## config.mk

```make
export PLATFORM = sky130hd
export DESIGN_NAME = cache_line_fill
export DESIGN_NICKNAME = d
export VERILOG_FILES = /design/src/rtl/cache_line_fill_pkg.sv /design/src/rtl/cache_line_fill.sv
export SDC_FILE = /design/constraint.sdc
export NUM_CORES = 1
export LEC_CHECK = 0
export ABC_AREA = 1
export BUFFER_PORTS_ARGS = -buffer_cell sky130_fd_sc_hd__buf_4
export CAP_MARGIN = 20
export CORE_MARGIN = 3
export CORE_UTILIZATION = 35
export DETAILED_ROUTE_END_ITERATION = 12
export MAX_ROUTING_LAYER = met4
export PLACE_DENSITY = 0.89
export SYNTH_ARGS = -nofsm -noshare
export SYNTH_HDL_FRONTEND = slang
export SYNTH_SLANG_ARGS = --single-unit
```

## constraint.sdc

```tcl
create_clock -name i_clock -period 1.28 [get_ports i_clock]
set_input_delay 0.064 -clock i_clock [delete_from_list [all_inputs] [get_ports i_clock]]
set_output_delay 0.064 -clock i_clock [all_outputs]
set_load 0.02 [all_outputs]
```

## src/rtl/cache_line_fill_pkg.sv

```systemverilog
// Shared cache definitions used by the line-fill engine.
//   fill_state_t : refill FSM states
//   tag_width()  : tag bits left after index, word offset and byte offset
package cache_line_fill_pkg;

  typedef enum logic [2:0] {
    IDLE  = 3'd0,
    INVAL = 3'd1,
    READ  = 3'd2,
    TAG   = 3'd3,
    DONE  = 3'd4,
    ERROR = 3'd5
  } fill_state_t;

  function automatic int unsigned tag_width(input int unsigned addr_w,
                                            input int unsigned index_w,
                                            input int unsigned block_w);
    return addr_w - index_w - block_w - 2;
  endfunction

endpackage

```

## src/rtl/cache_line_fill.sv

```systemverilog
// Refill engine for the direct-mapped cache data/tag RAMs.
// On a miss the target line is invalidated, the line is burst-read from main
// memory critical word first, each word is written into the data RAM, and
// finally the tag is written with valid=1.
// Ports:
//   i_clock, i_reset (async, active-low)
//   i_fill_req/i_fill_addr      : miss request from the cache controller
//   o_fill_busy/done/error      : fill status (done/error are 1-cycle pulses)
//   o_mem_rd/o_mem_addr, i_mem_ack/err/rdata : memory read handshake
//   o_data_we/addr/wdata        : cache data RAM write port
//   o_tag_we/addr/wdata/valid   : cache tag RAM write port
module cache_line_fill
  import cache_line_fill_pkg::*;
#(
  parameter  int unsigned ADDR_WIDTH  = 32,
  parameter  int unsigned DATA_WIDTH  = 32,
  parameter  int unsigned INDEX_WIDTH = 5,
  parameter  int unsigned BLOCK_WIDTH = 2,
  localparam int unsigned TAG_WIDTH   = tag_width(ADDR_WIDTH, INDEX_WIDTH, BLOCK_WIDTH)
) (
  input  logic                               i_clock,
  input  logic                               i_reset,
  input  logic                               i_fill_req,
  input  logic [ADDR_WIDTH-1:0]              i_fill_addr,
  output logic                               o_fill_busy,
  output logic                               o_fill_done,
  output logic                               o_fill_error,
  output logic                               o_mem_rd,
  output logic [ADDR_WIDTH-1:0]              o_mem_addr,
  input  logic                               i_mem_ack,
  input  logic                               i_mem_err,
  input  logic [DATA_WIDTH-1:0]              i_mem_rdata,
  output logic                               o_data_we,
  output logic [INDEX_WIDTH+BLOCK_WIDTH-1:0] o_data_addr,
  output logic [DATA_WIDTH-1:0]              o_data_wdata,
  output logic                               o_tag_we,
  output logic [INDEX_WIDTH-1:0]             o_tag_addr,
  output logic [TAG_WIDTH-1:0]               o_tag_wdata,
  output logic                               o_tag_valid
);

  fill_state_t             state_q, state_d;
  logic [TAG_WIDTH-1:0]    tag_q,   tag_d;
  logic [INDEX_WIDTH-1:0]  idx_q,   idx_d;
  logic [BLOCK_WIDTH-1:0]  off_q,   off_d;
  logic [BLOCK_WIDTH-1:0]  cnt_q,   cnt_d;

  logic beat_ok;
  logic unused_addr_bits;

  // Byte-offset bits of the miss address never matter: reads are word aligned.
  assign unused_addr_bits = ^i_fill_addr[1:0];

  assign beat_ok = (state_q == READ) && i_mem_ack && !i_mem_err;

  always_comb begin
    state_d = state_q;
    tag_d   = tag_q;
    idx_d   = idx_q;
    off_d   = off_q;
    cnt_d   = cnt_q;
    unique case (state_q)
      IDLE: begin
        if (i_fill_req) begin
          state_d = INVAL;
          tag_d   = i_fill_addr[ADDR_WIDTH-1 -: TAG_WIDTH];
          idx_d   = i_fill_addr[INDEX_WIDTH+BLOCK_WIDTH+1 -: INDEX_WIDTH];
          off_d   = i_fill_addr[BLOCK_WIDTH+1:2];
          cnt_d   = '0;
        end
      end
      INVAL: state_d = READ;
      READ: begin
        if (i_mem_ack) begin
          if (i_mem_err) begin
            state_d = ERROR;
          end else begin
            // Offset wraps within the line so the critical word comes first.
            off_d = off_q + 1'b1;
            cnt_d = cnt_q + 1'b1;
            if (cnt_q == '1) state_d = TAG;
          end
        end
      end
      TAG:     state_d = DONE;
      DONE:    state_d = IDLE;
      ERROR:   state_d = IDLE;
      default: state_d = IDLE;
    endcase
  end

  always_ff @(posedge i_clock or negedge i_reset) begin
    if (!i_reset) begin
      state_q <= IDLE;
      tag_q   <= '0;
      idx_q   <= '0;
      off_q   <= '0;
      cnt_q   <= '0;
    end else begin
      state_q <= state_d;
      tag_q   <= tag_d;
      idx_q   <= idx_d;
      off_q   <= off_d;
      cnt_q   <= cnt_d;
    end
  end

  // Address/data outputs are forced to zero whenever their enable is low so
  // that reset and IDLE leave every output at 0.
  always_comb begin
    o_fill_busy  = (state_q != IDLE);
    o_fill_done  = (state_q == DONE);
    o_fill_error = (state_q == ERROR);
    o_mem_rd     = (state_q == READ);
    o_mem_addr   = (state_q == READ) ? {tag_q, idx_q, off_q, 2'b00} : '0;
    o_data_we    = beat_ok;
    o_data_addr  = beat_ok ? {idx_q, off_q} : '0;
    o_data_wdata = beat_ok ? i_mem_rdata : '0;
    o_tag_we     = (state_q == INVAL) || (state_q == TAG);
    o_tag_addr   = o_tag_we ? idx_q : '0;
    o_tag_wdata  = o_tag_we ? tag_q : '0;
    o_tag_valid  = (state_q == TAG);
  end

endmodule

```

==> results.txt, run 1 <==
----------------------------------------------------
[Clock tree]
  Clock-pin transition on the worst setup and hold timing paths ... 0.07 ns
  Htree depth ... 2
  Clock latency on the worst-skew pair ... 0.28 ns
  Clock tree from TritonCTS ... yes
  Clock buffer count from CTS ... 5
  Worst-case clock buffer depth ... 2
  Clock tree sinks ... 35
  CTS root buffer ... sky130_fd_sc_hd__clkbuf_8

[Worst setup path]
  Cell repeated most along the worst path ... sky130_fd_sc_hd__buf_4
  Cells traversed along the worst timing path ... buf_4 > inv_6 > nor2_4 > inv_4 > buf_12 > nor2_1 > buf_4
  Sort of element at the start of the critical path ... flip-flop
  Reg-to-reg setup timing slack ... -0.17 ns
  Crit path launch ... state_q[0]$_DFFE_PN0P_
  Crit. End Element ... output port
  Endpoint required time on the critical path ... 1.22 ns
  Data arrival time of the critical path ... 1.58 ns
  Slowest stage cell on the critical path ... sky130_fd_sc_hd__dfrtp_1
  Worst R2R Start ... state_q[1]$_DFFE_PN0P_
  Startpoint-to-endpoint class of the critical path ... reg2out
  Worst-path fanout max ... 14
  Largest incremental delay on the critical path ... 0.41 ns

[Outcome]
  Violated checks ... negative setup slack
  Outcome ... finished with violations

[Floorplan]
  Floorplan core area ... 0.00564 mm^2
  Core Rows ... 27
  Initial core utilization ... 37.3%
  Top Ports ... 175
  Floorplan die width ... 83.5 um
  Area enclosed by the die boundary ... 0.00697 mm^2
  Vertical die dimension ... 83.5 um

[Drt]
  Average wire length per cell after detail routing ... 15.9 um
  Final ANT Viol Nets ... 0
  Vias ... 2821
  Count of routing violations after the opening detailed-route iteration ... 112
  Final Routed Wirelength ... 9280 um
  Detailed Routing Iterations Pass 1 ... 5
  Drt drc ... 0
  Via-per-instance ratio ... 4.83

[GRT]
  Largest net degree at the start of global routing ... 36
  Leftover overflow at the end of global routing ... 0
  Via count of the first global-routing pass ... 2843
  First-pass GRT wire length ... 13800 um
  Number of antenna violations at the first check in global routing ... 0
  Global-route usage over all layers ... 25.2%

[Finish]
  Area of combinational cells with multiple inputs ... 0.00129 mm^2
  Footprint of the flip-flops and latches ... 877 um^2
  Layout-stage area growth over the synthesis result ... 117%
  Layout fillers ... 352
  Net count, final ... 581
  Final design instance area without fill ... 0.00456 mm^2
  Number of diodes added for antenna fixing ... 0
  Share of layout cells above drive strength 1 ... 56.6%

[Power]
  Switching Power ... 5090 uW
  Switching part of the total ... 48.8%
  Clock Power Share ... 7.6%
  Share of total power in sequential cells ... 17.7%
  Total Power ... 10400 uW
  Power Internal ... 5330 uW
  Ratio of total power to cell area ... 2290 mW/mm^2
  Max VDD drop ... 1.79 mV
  Leakage dissipation ... 0.00249 uW
  Power share of the combinational group ... 74.7%

[STA]
  Fin crit share ... 128%
  RSZ-0062 raised after global routing ... yes
  Final period demand of the worst path ... 1.64 ns
  Worst setup slack after layout ... -0.360 ns
  Final setup violation count ... 134
  Number of slew-limit violations in the final report ... 0
  Number of failing hold endpoints at the final stage ... 0
  Fin Clk Skew ... 0.00218 ns
  Maximum clock rate ... 0.610 GHz
  TNS Setup ... -31.61 ns

[Logic synthesis]
  Flip-flop cell with the highest count after synthesis ... sky130_fd_sc_hd__dfrtp_1
  Post-synth ARST share ... 100%
  Synthesis Warnings ... 0
  Per-instance average area after synthesis ... 6.47 um^2
  Cell count after synthesis ... 325
  Top-area cell type share of the netlist area ... 41.7%
  Library cells used by synthesis ... 19
  Cell taking the most area after synthesis ... sky130_fd_sc_hd__dfrtp_1
  Fraction of the yosys area taken by sequential cells ... 41.7%
  Most common cell in the netlist ... sky130_fd_sc_hd__nor2_1
  Synth Cell Area ... 0.00210 mm^2
  EDFF count, synth ... 0
  Synth Register Bits ... 35
  Synth cell count leaders ... sky130_fd_sc_hd__nor2_1 (129), sky130_fd_sc_hd__inv_1 (70), sky130_fd_sc_hd__dfrtp_1 (35)
  Dominant cells by area after synthesis ... sky130_fd_sc_hd__dfrtp_1 (42%), sky130_fd_sc_hd__nor2_1 (23%), sky130_fd_sc_hd__inv_1 (13%), sky130_fd_sc_hd__a21oi_1 (7.1%), sky130_fd_sc_hd__nand2_1 (4.1%)

[Run]
  Max capacitance violation total ... 0

[Place]
  Port-buffer cells ... 170
  Estimated wirelength of the detail-placed design ... 5500 um
  Cell area reported after detailed placement ... 0.00384 mm^2
  Pre-CTS setup slack ... -0.0368 ns
  Final estimated routing congestion in global placement ... 0.791

[Min path]
  Min-Delay Startpoint ... i_fill_addr[22]
  Worst min path class ... in2reg

----------------------------------------------------
worst max-delay path: cells and delay by family (launching register included):
kind	cells	cell delay, ns
and+or+nand+nor	2	0.24
DFF	1	0.41
buffers and inverters	5	0.63
power by group through the flow:
| stage | logic (uW) | clock network [uW] | registers [uW] |
|---|---|---|---|
| detailed placement | 6010 | 0 | 1840 |
| finish | 7780 | 795 | 1840 |
| floorplan | 3720 | 0 | 1780 |
| global placement | 5870 | 0 | 1810 |
| global route | 8210 | 860 | 1880 |
| CTS | 7270 | 805 | 1830 |
layout make-up:
type	count	area share, %
inverters	72	6.15
flip-flops and latches	35	19.2
well taps	72	1.98
repair buffers	196	42.4
multi-input cells	201	28.4
clock inverters	2	0.274
clock buffers	6	1.59
per-layer routing:
| layer | routed length (um) | track usage (%) | part of all wire (%) | vias to the layer above |
|---|---|---|---|---|
| met5 | 0 | - | 0 | - |
| met4 | 217 | 7.75 | 2.3 | 0 |
| met3 | 791 | 4.94 | 8.5 | 26 |
| met2 | 4850 | 46.1 | 52 | 176 |
| met1 | 3420 | 27.6 | 37 | 1314 |
| li1 | - | - | - | 1305 |
sequential cells by signal (all words and copies together), names as in the netlist:
signal   cells
idx_q        5
tag_q       23
state_q      3
off_q        2
cnt_q        2
layout by cell type, fill, tap and decap left out, drive strengths merged, types with 2 or more instances in the layout:
cell type	netlist	routed
nand3	4	4
inv	72	72
conb	1	2
buf	14	192
dfrtp	35	35
nand2	24	24
a21oi	30	30
bufbuf	0	2
nor2	131	131
o21ai	2	2
clkbuf	4	7
nor3	6	6
path summary, 6_finish.rpt:
kind                                           to  cells after the start
setup reg to reg             tag_q[2]$_DFFE_PN0P_                      5
max in group asynchronous  state_q[1]$_DFFE_PN0P_                      2
hold reg to reg              cnt_q[1]$_DFFE_PN0P_                      2
min in group asynchronous    tag_q[3]$_DFFE_PN0P_                      2
setup / recovery                  o_tag_wdata[22]                      7
hold / removal              tag_q[13]$_DFFE_PN0P_                      3
metrics by stage:
step,std cells,utilization (%),hold WS (ns)
4_1_cts,581,77.9,0.0160
5_1_grt,584,80.8,0.0323
3_5_place_dp,562,68.0,0.0491
3_3_place_gp,562,68.0,0.0341
2_1_floorplan,326,-,-0.232
6_report,584,80.8,0.0260
kinds of logic after synthesis:
family,after synthesis,synth area share (%)
fa+ha+maj,1,0.595
flops,35,41.7
compound gates,33,7.98
other cells,1,0.178
buf+inv,90,18.7
simple gates,165,30.9
timing repair:
item                                   4_1_cts  5_1_grt
setup endpoints to repair                  133      138
cloned                                       6        1
hold buffers                                 1        0
endpoints found under the hold margin       35        0
gates resized for setup                     70       34
setup buffers                                4        2
pin swaps                                    2        0
No activity file was read; power rests on OpenSTA's default activity.
==> run 2: changes to the inputs <==
--- a/config.mk
+++ b/config.mk
@@ -9,10 +9,10 @@
 export BUFFER_PORTS_ARGS = -buffer_cell sky130_fd_sc_hd__buf_4
 export CAP_MARGIN = 20
 export CORE_MARGIN = 3
-export CORE_UTILIZATION = 35
+export CORE_UTILIZATION = 42
 export DETAILED_ROUTE_END_ITERATION = 12
 export MAX_ROUTING_LAYER = met4
-export PLACE_DENSITY = 0.89
+export PLACE_DENSITY = 0.95
 export SYNTH_ARGS = -nofsm -noshare
 export SYNTH_HDL_FRONTEND = slang
 export SYNTH_SLANG_ARGS = --single-unit
==> constraint.sdc (replaced) <==
create_clock -name i_clock -period 2.1 [get_ports i_clock]
set_input_delay 0.105 -clock i_clock [delete_from_list [all_inputs] [get_ports i_clock]]
set_output_delay 0.105 -clock i_clock [all_outputs]
set_load 0.02 [all_outputs]
==> run 2 against run 1 <==
  * Clock skew up 0.0037 ns
  * First-iteration DRC count down 8.0%
  * Via count down 11%
  * Critical path depth unchanged
  * The flow now finishes without violations
  * Sequential share of layout area up 5.8 points
  * Sequential power down 39%
==> results.txt, run 2 (synthesis results as in run 1) <==
----------------------------------------------------
[Outcome]
  Outcome ... finished, final reports clean (was finished with violations)

[STA]
  Fin Clk Skew ... 0.00584 ns (was 0.00218 ns)
  Number of slew-limit violations in the final report ... 0 (unchanged)
  Maximum clock rate ... 0.519 GHz
  Number of failing hold endpoints at the final stage ... 0 (unchanged)
  TNS Setup ... 0 ns (was -31.61 ns)
  Transition time at the pin with the least slew margin ... 0.507 ns
  Worst setup slack after layout ... 0.173 ns (was -0.360 ns)
  RSZ-0062 raised after global routing ... no (was yes)
  Min Hold Slack ... 0.0588 ns (was 0.0260 ns)
  Final setup violation count ... 0 (was 134)
  Final period demand of the worst path ... 1.93 ns
  Fin crit share ... 91.8%
  Slew headroom ... 66.2%

[Clock tree]
  Clock buffer count from CTS ... 5 (unchanged)
  Clock tree sinks ... 35 (unchanged)
  Clock tree from TritonCTS ... yes (unchanged)
  Number of gates resized after cts ... 0 (was 70)
  Clock-pin transition on the worst setup and hold timing paths ... 0.07 ns (about the same)
  Worst-case clock buffer depth ... 2 (unchanged)
  Clock latency on the worst-skew pair ... 0.28 ns (about the same)
  CTS root buffer ... sky130_fd_sc_hd__clkbuf_8 (unchanged)
  Htree depth ... 2 (unchanged)

[Finish]
  Non-filler instance count after layout ... 557 (was 584)
  Layout fillers ... 352 (unchanged)
  Largest reg by FF count ... tag_q (unchanged)
  Max FFs per register ... 23 (unchanged)
  Final design instance area without fill ... 0.00350 mm^2 (was 0.00456 mm^2)
  Leading registers by flop count ... tag_q x23, idx_q x5, state_q x3 (unchanged)
  Leading cell types in the layout, fill and taps excluded ... sky130_fd_sc_hd__buf_4 (173), sky130_fd_sc_hd__nor2_1 (129), sky130_fd_sc_hd__inv_1 (70) (was sky130_fd_sc_hd__buf_4 (123), sky130_fd_sc_hd__inv_1 (67), sky130_fd_sc_hd__nor2_1 (57), sky130_fd_sc_hd__buf_6 (57), sky130_fd_sc_hd__nor2_4 (47))
  Number of diodes added for antenna fixing ... 0 (unchanged)
  Most frequent standard cell in the layout excluding fill and tap cells ... sky130_fd_sc_hd__buf_4 (unchanged)
  Layout-stage area growth over the synthesis result ... 66.4% (was 117%)
  Net count, final ... 559 (was 581)
  Share of layout cells above drive strength 1 ... 38.2% (was 56.6%)

[Place]
  Estimated wirelength of the detail-placed design ... 5090 um (was 5500 um)
  Dpl cells ... 548 (was 562)
  Port-buffer cells ... 170 (unchanged)
  Cell area reported after detailed placement ... 0.00337 mm^2 (was 0.00384 mm^2)
  Pre-CTS setup slack ... 0.522 ns (was -0.0368 ns)
  Final estimated routing congestion in global placement ... 0.883 (was 0.791)

[Floorplan]
  Initial core utilization ... 43.9% (was 37.3%)
  Floorplan core area ... 0.00479 mm^2 (was 0.00564 mm^2)
  Top Ports ... 175 (unchanged)
  Area enclosed by the die boundary ... 0.00589 mm^2 (was 0.00697 mm^2)
  Vertical die dimension ... 76.7 um (was 83.5 um)
  Core Rows ... 25 (was 27)
  Floorplan die width ... 76.7 um (was 83.5 um)

[Drt]
  Vias ... 2498 (was 2821)
  Drt drc ... 0 (unchanged)
  Final ANT Viol Nets ... 0 (unchanged)
  Detailed Routing Iterations Pass 1 ... 4 (was 5)
  Count of routing violations after the opening detailed-route iteration ... 103 (was 112)
  Via-per-instance ratio ... 4.48 (was 4.83)
  Final Routed Wirelength ... 6670 um (was 9280 um)
  Average wire length per cell after detail routing ... 12.0 um (was 15.9 um)

[Worst setup path]
  Reg-to-reg setup timing slack ... 0.57 ns (was -0.17 ns)
  Data arrival time of the critical path ... 1.82 ns (was 1.58 ns)
  Worst R2R Start ... state_q[1]$_DFFE_PN0P_ (unchanged)
  Crit. End Element ... output port (unchanged)
  Endpoint required time on the critical path ... 2.00 ns (was 1.22 ns)
  Worst-path fanout max ... 39 (was 14)
  Cell repeated most along the worst path ... sky130_fd_sc_hd__buf_4 (unchanged)
  Kind of cell with the highest combined delay on the critical path ... simple AND/OR/NAND/NOR gates (was buffers and inverters)
  Crit path launch ... state_q[2]$_DFFE_PN0P_ (was state_q[0]$_DFFE_PN0P_)
  Cells traversed along the worst timing path ... nor2_4 > nand2_4 > nor2_2 > nand2_1 > buf_4 > nor2_1 > buf_4 (was buf_4 > inv_6 > nor2_4 > inv_4 > buf_12 > nor2_1 > buf_4)
  Slowest stage cell on the critical path ... sky130_fd_sc_hd__dfrtp_1 (unchanged)
  Sort of element at the start of the critical path ... flip-flop (unchanged)
  Largest incremental delay on the critical path ... 0.44 ns (was 0.41 ns)
  Startpoint-to-endpoint class of the critical path ... reg2out (unchanged)
  Total buffers and inverters traversed by the critical path ... 2 (was 5)

[GRT]
  Leftover overflow at the end of global routing ... 0 (unchanged)
  Global-route usage over all layers ... 23.1% (was 25.2%)
  Largest net degree at the start of global routing ... 57 (was 36)
  Number of antenna violations at the first check in global routing ... 0 (unchanged)
  First-pass GRT wire length ... 10800 um (was 13800 um)
  Via count of the first global-routing pass ... 2351 (was 2843)

[Run]
  Max capacitance violation total ... 0 (unchanged)

[Power]
  Max VDD drop ... 1.04 mV (was 1.79 mV)
  Leakage dissipation ... 0.00222 uW (was 0.00249 uW)
  Ratio of total power to cell area ... 1420 mW/mm^2 (was 2290 mW/mm^2)

[Min path]
  Min-Delay Startpoint ... i_fill_addr[18] (was i_fill_addr[22])
  Worst min path class ... in2reg (unchanged)

----------------------------------------------------
[run 2: cell count changes in the layout (fill, tap and decap cells not counted), sizes merged]
cell | previous run | this run
clkinvlp | 1 | 0
clkbuf | 7 | 6
bufinv | 0 | 1
buf | 192 | 173
bufbuf | 2 | 0
[run 2: final cells by class]
| cell class | count | area, um^2 | share of cell area, % |
|---|---|---|---|
| flip-flops and latches | 35 | 876 | 25.0 |
| repair buffers | 174 | 1310 | 37.4 |
| clock inverters | 2 | 35.0 | 1.00 |
| multi-input cells | 201 | 842 | 24.1 |
| clock buffers | 6 | 82.6 | 2.36 |
| inverters | 72 | 270 | 7.73 |
| well taps | 67 | 83.8 | 2.40 |
[run 2: report_power, final]
group / total, uW / leakage [uW] / internal (uW) / switching, uW
clock: 616 / 0.0000612 / 384 / 232
combinational: 3230 / 0.00177 / 1190 / 2040
sequential: 1120 / 0.000393 / 985 / 138
total: 4970 / 0.00222 / 2560 / 2410
[run 2: final timing paths]
check                           depth (start not counted)                    end
worst max-delay path                                    7       o_data_wdata[21]
worst min-delay path                                    3   tag_q[9]$_DFFE_PN0P_
worst max register to register                          5  tag_q[10]$_DFFE_PN0P_
worst min register to register                          2   cnt_q[1]$_DFFE_PN0P_
max in group asynchronous                               2   off_q[0]$_DFFE_PN0P_
min in group asynchronous                               2  tag_q[13]$_DFFE_PN0P_
[run 2: layer usage]
| metal | wire, um | GRT usage [%] |
|---|---|---|
| met5 | 0 | - |
| met1 | 2580 | 25.6 |
| met4 | 52 | 5.62 |
| met2 | 3300 | 40.6 |
| met3 | 737 | 7.16 |
[run 2: tightest hold or removal path: stages]
cell,delay (ns)
sky130_fd_sc_hd__buf_4,0.08
sky130_fd_sc_hd__nor2_1,0.03
sky130_fd_sc_hd__a21oi_1,0.09
[run 2: repair_timing]
item	CTS	global route
hold endpoints to repair	35	0
buffers inserted	0	0
endpoints found under the setup margin	0	0
hold buffers	1	0
[run 2: stage by stage]
step | total power, uW | util (%)
2_1_floorplan | 3130 | -
3_3_place_gp | 4280 | 70.4
3_5_place_dp | 4370 | 70.4
4_1_cts | 5010 | 73.1
5_1_grt | 5350 | 73.1
6_report | 4970 | 73.1
==> run 3: changes to the inputs <==
==> constraint.sdc (replaced) <==
create_clock -name i_clock -period 2.4 [get_ports i_clock]
set_input_delay 0.12 -clock i_clock [delete_from_list [all_inputs] [get_ports i_clock]]
set_output_delay 0.12 -clock i_clock [all_outputs]
set_load 0.02 [all_outputs]
==> run 3 against run 2 <==
  * Non-clock buffer count unchanged
  * Critical endpoint is now o_data_wdata[28]
  * Clock power decreased by 32%
  * Flip-flop and latch count unchanged
  * Die area unchanged
  * Largest cell class unchanged
  * Final area decreased by 0.86%
  * Largest power group unchanged
==> results.txt, run 3 (synthesis results as in run 1) <==
----------------------------------------------------
[Outcome]
  Outcome ... finished, final reports clean (unchanged)

[Drt]
  Count of routing violations after the opening detailed-route iteration ... 106 (was 103)
  Vias ... 2519 (was 2498)
  Detailed Routing Iterations Pass 1 ... 4 (unchanged)
  Final ANT Viol Nets ... 0 (unchanged)
  Average wire length per cell after detail routing ... 11.9 um (was 12.0 um)
  Via-per-instance ratio ... 4.53 (was 4.48)
  Drt drc ... 0 (unchanged)
  Final Routed Wirelength ... 6620 um (was 6670 um)

[Worst setup path]
  Data arrival time of the critical path ... 1.76 ns (was 1.82 ns)
  Kind of cell with the highest combined delay on the critical path ... simple AND/OR/NAND/NOR gates (unchanged)
  Worst-path fanout max ... 39 (unchanged)
  Startpoint-to-endpoint class of the critical path ... reg2out (unchanged)
  Cells traversed along the worst timing path ... nor2_4 > nand2_4 > nor2_2 > nand2_1 > buf_4 > nor2_1 > buf_4 (unchanged)
  Worst R2R Start ... state_q[1]$_DFFE_PN0P_ (unchanged)
  Worst Reg-to-Reg Cells ... 5 (unchanged)
  Reg-to-reg setup timing slack ... 0.89 ns (was 0.57 ns)
  Sort of element at the start of the critical path ... flip-flop (unchanged)
  Total buffers and inverters traversed by the critical path ... 2 (unchanged)
  Crit. End Element ... output port (unchanged)
  Cell repeated most along the worst path ... sky130_fd_sc_hd__buf_4 (unchanged)
  Worst reg2reg path endpoint ... tag_q[22]$_DFFE_PN0P_ (was tag_q[10]$_DFFE_PN0P_)
  Crit path launch ... state_q[2]$_DFFE_PN0P_ (unchanged)
  Largest incremental delay on the critical path ... 0.44 ns (about the same)
  Endpoint required time on the critical path ... 2.28 ns (was 2.00 ns)
  Slowest stage cell on the critical path ... sky130_fd_sc_hd__dfrtp_1 (unchanged)

[GRT]
  Largest net degree at the start of global routing ... 57 (unchanged)
  First-pass GRT wire length ... 10600 um (was 10800 um)
  Global-route usage over all layers ... 22.9% (was 23.1%)
  Number of antenna violations at the first check in global routing ... 0 (unchanged)
  Via count of the first global-routing pass ... 2422 (was 2351)
  Leftover overflow at the end of global routing ... 0 (unchanged)

[Clock tree]
  Post-CTS setup-driven buffer insertion count ... 0 (unchanged)
  CTS root buffer ... sky130_fd_sc_hd__clkbuf_8 (unchanged)
  Clock latency on the worst-skew pair ... 0.28 ns (about the same)
  Worst-case clock buffer depth ... 2 (unchanged)
  Htree depth ... 2 (unchanged)
  Clock-pin transition on the worst setup and hold timing paths ... 0.07 ns (about the same)
  Clock tree from TritonCTS ... yes (unchanged)
  Clock tree sinks ... 35 (unchanged)
  Clock buffer count from CTS ... 5 (unchanged)

[Floorplan]
  Vertical die dimension ... 76.7 um (unchanged)
  Area enclosed by the die boundary ... 0.00589 mm^2 (unchanged)
  Initial core utilization ... 43.9% (unchanged)
  Floorplan core area ... 0.00479 mm^2 (unchanged)
  Floorplan die width ... 76.7 um (unchanged)
  Top Ports ... 175 (unchanged)
  Core Rows ... 25 (unchanged)

[STA]
  Fin crit share ... 78.2%
  Slew headroom ... 65.5% (was 66.2%)
  Number of slew-limit violations in the final report ... 0 (unchanged)
  Transition time at the pin with the least slew margin ... 0.518 ns (was 0.507 ns)
  Maximum clock rate ... 0.533 GHz
  Final period demand of the worst path ... 1.88 ns
  Final setup violation count ... 0 (unchanged)
  RSZ-0062 raised after global routing ... no (unchanged)
  Fin Clk Skew ... 0.00532 ns (was 0.00584 ns)
  TNS Setup ... 0 ns (unchanged)
  Number of failing hold endpoints at the final stage ... 0 (unchanged)
  Min Hold Slack ... 0.0819 ns (was 0.0588 ns)

[Min path]
  Worst min path class ... in2reg (unchanged)
  Min-Delay Path Depth ... 3 (unchanged)
  Min-Delay Endpoint ... tag_q[21]$_DFFE_PN0P_ (was tag_q[9]$_DFFE_PN0P_)
  Min-Delay Startpoint ... i_fill_addr[30] (was i_fill_addr[18])

[Finish]
  Max FFs per register ... 23 (unchanged)
  Largest reg by FF count ... tag_q (unchanged)
  Layout-stage area growth over the synthesis result ... 65.0% (was 66.4%)
  Layout fillers ... 364 (was 352)
  Leading cell types in the layout, fill and taps excluded ... sky130_fd_sc_hd__buf_4 (173), sky130_fd_sc_hd__nor2_1 (129), sky130_fd_sc_hd__inv_1 (70) (unchanged)
  Most frequent standard cell in the layout excluding fill and tap cells ... sky130_fd_sc_hd__buf_4 (unchanged)
  Net count, final ... 559 (unchanged)
  Leading registers by flop count ... tag_q x23, idx_q x5, state_q x3 (unchanged)
  Number of diodes added for antenna fixing ... 0 (unchanged)
  Share of layout cells above drive strength 1 ... 38.0% (was 38.2%)

[Place]
  Port-buffer cells ... 170 (unchanged)
  Final estimated routing congestion in global placement ... 0.816 (was 0.883)
  Estimated wirelength of the detail-placed design ... 5150 um (was 5090 um)

[Power]
  Ratio of total power to cell area ... 1220 mW/mm^2 (was 1420 mW/mm^2)
  Leakage dissipation ... 0.00221 uW (was 0.00222 uW)
  Max VDD drop ... 0.995 mV (was 1.04 mV)

[Run]
  Max capacitance violation total ... 0 (unchanged)

----------------------------------------------------
## run 3: final cells by class
cell class	count	area [um^2]	share of cell area (%)
inverters	72	270	7.79
multi-input cells	201	842	24.3
clock inverters	1	5.00	0.144
repair buffers	174	1310	37.7
flip-flops and latches	35	876	25.3
clock buffers	6	82.6	2.38
well taps	67	83.8	2.42
## run 3: report_power, final
group	switching (uW)	internal, uW	leakage, uW
Combinational	1780	1040	0.00177
Clock	192	225	0.0000470
Sequential	118	862	0.000393
Total	2090	2130	0.00221
## run 3: timing repair
item                       in CTS  in global routing
resized for setup               0                  0
setup endpoints to repair       0                  0
hold buffers                    1                  0
hold endpoints to repair       35                  0
## run 3: worst max path at each step
stage	to	slack, ns	cells past startpoint
4_1_cts	o_data_wdata[24]	0.50	7
6_report	o_data_wdata[28]	0.52	7
2_1_floorplan	o_tag_addr[0]	0.82	5
3_3_place_gp	o_data_wdata[31]	0.89	7
3_5_place_dp	o_data_wdata[24]	0.82	7
5_1_grt	o_data_addr[0]	0.38	7
## run 3: layer usage
| layer | vias to the layer above | wire (um) | share of wire, % | GRT usage, % |
|---|---|---|---|---|
| met4 | 0 | 153 | 2.3 | 9.06 |
| met2 | 133 | 3260 | 49 | 41.4 |
| met3 | 13 | 634 | 9.6 | 5.52 |
| met5 | - | 0 | 0 | - |
| met1 | 1116 | 2570 | 39 | 23.8 |
| li1 | 1257 | - | - | - |
## run 3: worst register-to-register path: stages, from the launching register on
cell	delay (ns)
sky130_fd_sc_hd__dfrtp_1	0.49
sky130_fd_sc_hd__inv_1	0.15
sky130_fd_sc_hd__nand3_2	0.09
sky130_fd_sc_hd__buf_4	0.42
sky130_fd_sc_hd__nor2_1	0.11
sky130_fd_sc_hd__a21oi_1	0.16
## run 3: stage by stage
step	cell area, um^2	worst slack, ns	instances	total power (uW)	utilization (%)
after global routing	3470	0.378	556	4550	72.5
after detailed placement	3370	0.820	548	3830	70.4
after CTS	3470	0.496	556	4270	72.5
final	3470	0.524	556	4220	72.5
after global placement	3370	0.888	548	3740	70.4
after floorplan	2110	0.824	326	2740	-
